<file path="src/rtl/ps4_priority_selector.sv">
// ps4_priority_selector: 4-input fixed-priority selector (bit 3 highest).
//
// The grant is combinational from req and en. A registered copy of the grant
// is also provided. With the PS4_STATS_EN macro defined, one saturating 8-bit
// counter per request line counts the clock edges on which that line was
// granted.
//
// Ports:
//   clock      in   1   system clock, rising-edge
//   reset      in   1   asynchronous active-high reset
//   req        in   4   request vector, bit 3 highest priority
//   en         in   1   global enable; 0 suppresses every grant
//   gnt        out  4   one-hot or zero grant, combinational
//   gnt_valid  out  1   OR of gnt, combinational
//   gnt_idx    out  2   binary index of the granted bit, 0 when none
//   gnt_q      out  4   gnt registered on clock
//   gnt_cnt    out  32  {cnt3,cnt2,cnt1,cnt0}, saturating at 255
//                       (present only with PS4_STATS_EN)
//
// Configuration macro: PS4_STATS_EN (undefined by default; statistics off).

module ps4_priority_selector (
  input  logic        clock,
  input  logic        reset,
  input  logic [3:0]  req,
  input  logic        en,
  output logic [3:0]  gnt,
  output logic        gnt_valid,
  output logic [1:0]  gnt_idx,
`ifdef PS4_STATS_EN
  output logic [3:0]  gnt_q,
  output logic [31:0] gnt_cnt
`else
  output logic [3:0]  gnt_q
`endif
);

  // Fixed-priority grant; each lower bit is masked by all higher requests.
  always_comb begin
    gnt    = 4'b0000;
    gnt[3] = en & req[3];
    gnt[2] = en & req[2] & ~req[3];
    gnt[1] = en & req[1] & ~req[2] & ~req[3];
    gnt[0] = en & req[0] & ~req[1] & ~req[2] & ~req[3];
  end

  assign gnt_valid = |gnt;

  always_comb begin
    gnt_idx = 2'd0;
    unique case (gnt)
      4'b1000: gnt_idx = 2'd3;
      4'b0100: gnt_idx = 2'd2;
      4'b0010: gnt_idx = 2'd1;
      4'b0001: gnt_idx = 2'd0;
      default: gnt_idx = 2'd0;
    endcase
  end

  always_ff @(posedge clock or posedge reset) begin
    if (reset) begin
      gnt_q <= 4'b0000;
    end else begin
      gnt_q <= gnt;
    end
  end

`ifdef PS4_STATS_EN
  logic [7:0] cnt [4];

  for (genvar i = 0; i < 4; i++) begin : g_cnt
    always_ff @(posedge clock or posedge reset) begin
      if (reset) begin
        cnt[i] <= 8'd0;
      end else if (gnt[i] && (cnt[i] != 8'hff)) begin
        cnt[i] <= cnt[i] + 8'd1;
      end
    end
  end

  assign gnt_cnt = {cnt[3], cnt[2], cnt[1], cnt[0]};
`endif

endmodule

</file>
<file path="config.mk">
export PLATFORM = sky130hd
export DESIGN_NAME = ps4_priority_selector
export DESIGN_NICKNAME = d
export VERILOG_FILES = /design/src/rtl/ps4_priority_selector.sv
export SDC_FILE = /design/constraint.sdc
export NUM_CORES = 1
export LEC_CHECK = 0
export CAP_MARGIN = 20
export CORE_AREA = 2 2 39 41
export DETAILED_ROUTE_END_ITERATION = 8
export DIE_AREA = 0 0 41 43
export PLACE_DENSITY = 0.54
export RECOVER_POWER = 50
export SLEW_MARGIN = 15
export SYNTH_ARGS = -nofsm -noshare
export SYNTH_HDL_FRONTEND = slang
export SYNTH_SLANG_ARGS = --single-unit
</file>
<file path="constraint.sdc">
create_clock -name clock -period 1.3 [get_ports clock]
set_clock_uncertainty 0.05 [all_clocks]
set_input_delay 0.26 -clock clock [delete_from_list [all_inputs] [get_ports clock]]
set_output_delay 0.26 -clock clock [all_outputs]
set_load 0.1 [all_outputs]
</file>
==> metrics.cfg <==
[placement]
dp.cells=49
place_area_sq_um=496.7
pre_cts_slack_ps=-389.9
io_buffers=17
hpwl_microns=462.4
gp_congestion=0.6381

[global_routing]
grt-ovfl-total=0
antenna_found_initial=0
grt_pass1_wl_microns=924
grt_max_degree=7
grtUsageTotal_pct=8.182
grt_pass1_vias=238

[power_and_ir_drop]
vdd_drop_max_uv=350.7
comb_power_share_pct=43.5
pwr-share-seq_pct=26.6
p_switching_mw=0.1844
p_clk_share_pct=29.8
swShare_pct=37.08
total_power_mw=0.4973
intPower_mw=0.3129
leakagePower_nw=0.2433
power_density_mw_per_mm2=971.7

[timing]
slew_violations=0
setup_slack_ps=-24.52
fmax_mhz=755.0
fin_tns_setup_ps=-24.52
tightestPinTransition_ps=302.3
slew_headroom_pct=79.95
setup-violations-final=1
finalHoldViolCount=0
fin_crit_sh_pct=101.9
hold_ws_ps=305.9
period_minus_slack_ps=1325
rsz0062_at_grt=yes

[route]
wire_per_inst_microns=10.37
drcViolationCount=0
vias=200
ant_nets=0
dr.pass1.iters=1
drt_iter0_drc=0
vias_per_cell=3.846
wl_microns=539

[logic_synthesis]
syn_area_per_cell_sq_um=12.78
syn_nets=21
netlist_instances=14
yosysSeqAreaShare_pct=55.94
ys_warn_count=0
ys_types=9
synth-seq-cells=4
mappedNetlistArea_sq_um=178.9

[setup_path]
worst-path-buf-inv=2
worstSetupStartpointType=primary input
cp_slowest_cell=o41a_4
critPathKind=in2out
path_cells=buf_6 -> o41a_4 -> buf_12
critical_path.max_fanout=2
crit_start=req[0]
cp_top_family=compound AO/OA/AOI/OAI gates
cp.required_ps=990
end_kind=output port
cpPeakStageDelay_ps=490
crit_arrival_ps=1010

[floorplanning]
dieArea_sq_mm=0.001763
core_sq_mm=0.001384
pin_count=18
dieHeight_microns=43
die_w_microns=41
start_util_pct=12.93
placementRows=14

[final_layout]
top_regs=gnt_q (4)
final_area_sq_um=511.7
area_delta_synth_final_pct=186.0
largest-register=gnt_q
nets=45
antennaDiodeCount=0
largest_reg_flops=4
drive_above_1_share_pct=69.44
final_util_pct=36.98
final_cell_mix=10 x buf_12, 4 x clkbuf_4, 4 x dfrtp_1
instances_no_fill=52
final_common_cell=buf_12

[cts]
post-cts-setup-buffers=0
clockBufferDepth=2
clock-sinks=4
path_clk_slew_ps=40
cts_tree=done
clockRootBuffer=clkbuf_4
htreeDepth=1
numCtsBuffers=3

[status]
status=finished, violations left
violations=setup timing

[job]
drv_cap=0

[hold_path]
hold_path_class=in2async

[cell type report]
cell class	count	area (sq um)
clock buffer	3	22.52
fill	142	872.1
inverter	1	3.754
multi-input combinational	9	85.08
sequential	4	100.1
tap	16	20.02
timing repair buffer	19	280.3
[worst paths after layout]
path	endpoint	depth (start not counted)	slack [ps]
setup / recovery	gnt_valid	3	-20
hold / removal	gnt_q[1]	2	310
max in group asynchronous	gnt_q[3]	2	750
min in group clock	gnt_q[0]	2	370
[cells in the mapped netlist (all sizes together)]
master,instances,share of area (%)
and2,1,4.2
and3b,2,11
o41a,1,6.3
nor2b,1,3.5
inv,1,2.1
and4b,1,6.3
nor2,1,2.1
o21a,2,8.4
dfrtp,4,56
[power groups by stage]
stage | clock (mW) | sequential (mW) | combinational, mW
3_3_place_gp | 0 | 0.134 | 0.217
4_1_cts | 0.156 | 0.133 | 0.221
3_5_place_dp | 0 | 0.134 | 0.218
5_1_grt | 0.160 | 0.133 | 0.224
2_1_floorplan | 0 | 0.162 | 0.0917
6_report | 0.148 | 0.132 | 0.217
[cell families (layout without fill, tap and decap cells)]
kind of cell           count (synthesis)  count (layout)  share of synthesized area (%)
and+or+nand+nor                        6               6                          27.27
DFF                                    4               4                          55.95
AOI/OAI and AO/OA                      3               3                          14.68
buffers and inverters                  1              23                          2.096
[timing repair]
item	in CTS	in global routing
hold buffers	0	0
resized for setup	24	0
endpoints found under the setup margin	7	1
pin swaps	2	0
[metal layers]
metal | up-vias | global-route usage, % | routed length, microns
met2 | 20 | 11.25 | 230
li1 | 95 | - | -
met3 | 2 | 6.283 | 106
met4 | 0 | 6.000 | 19
met1 | 83 | 7.869 | 184
met5 | - | 0 | 0
(Power assumes the default switching activity.)
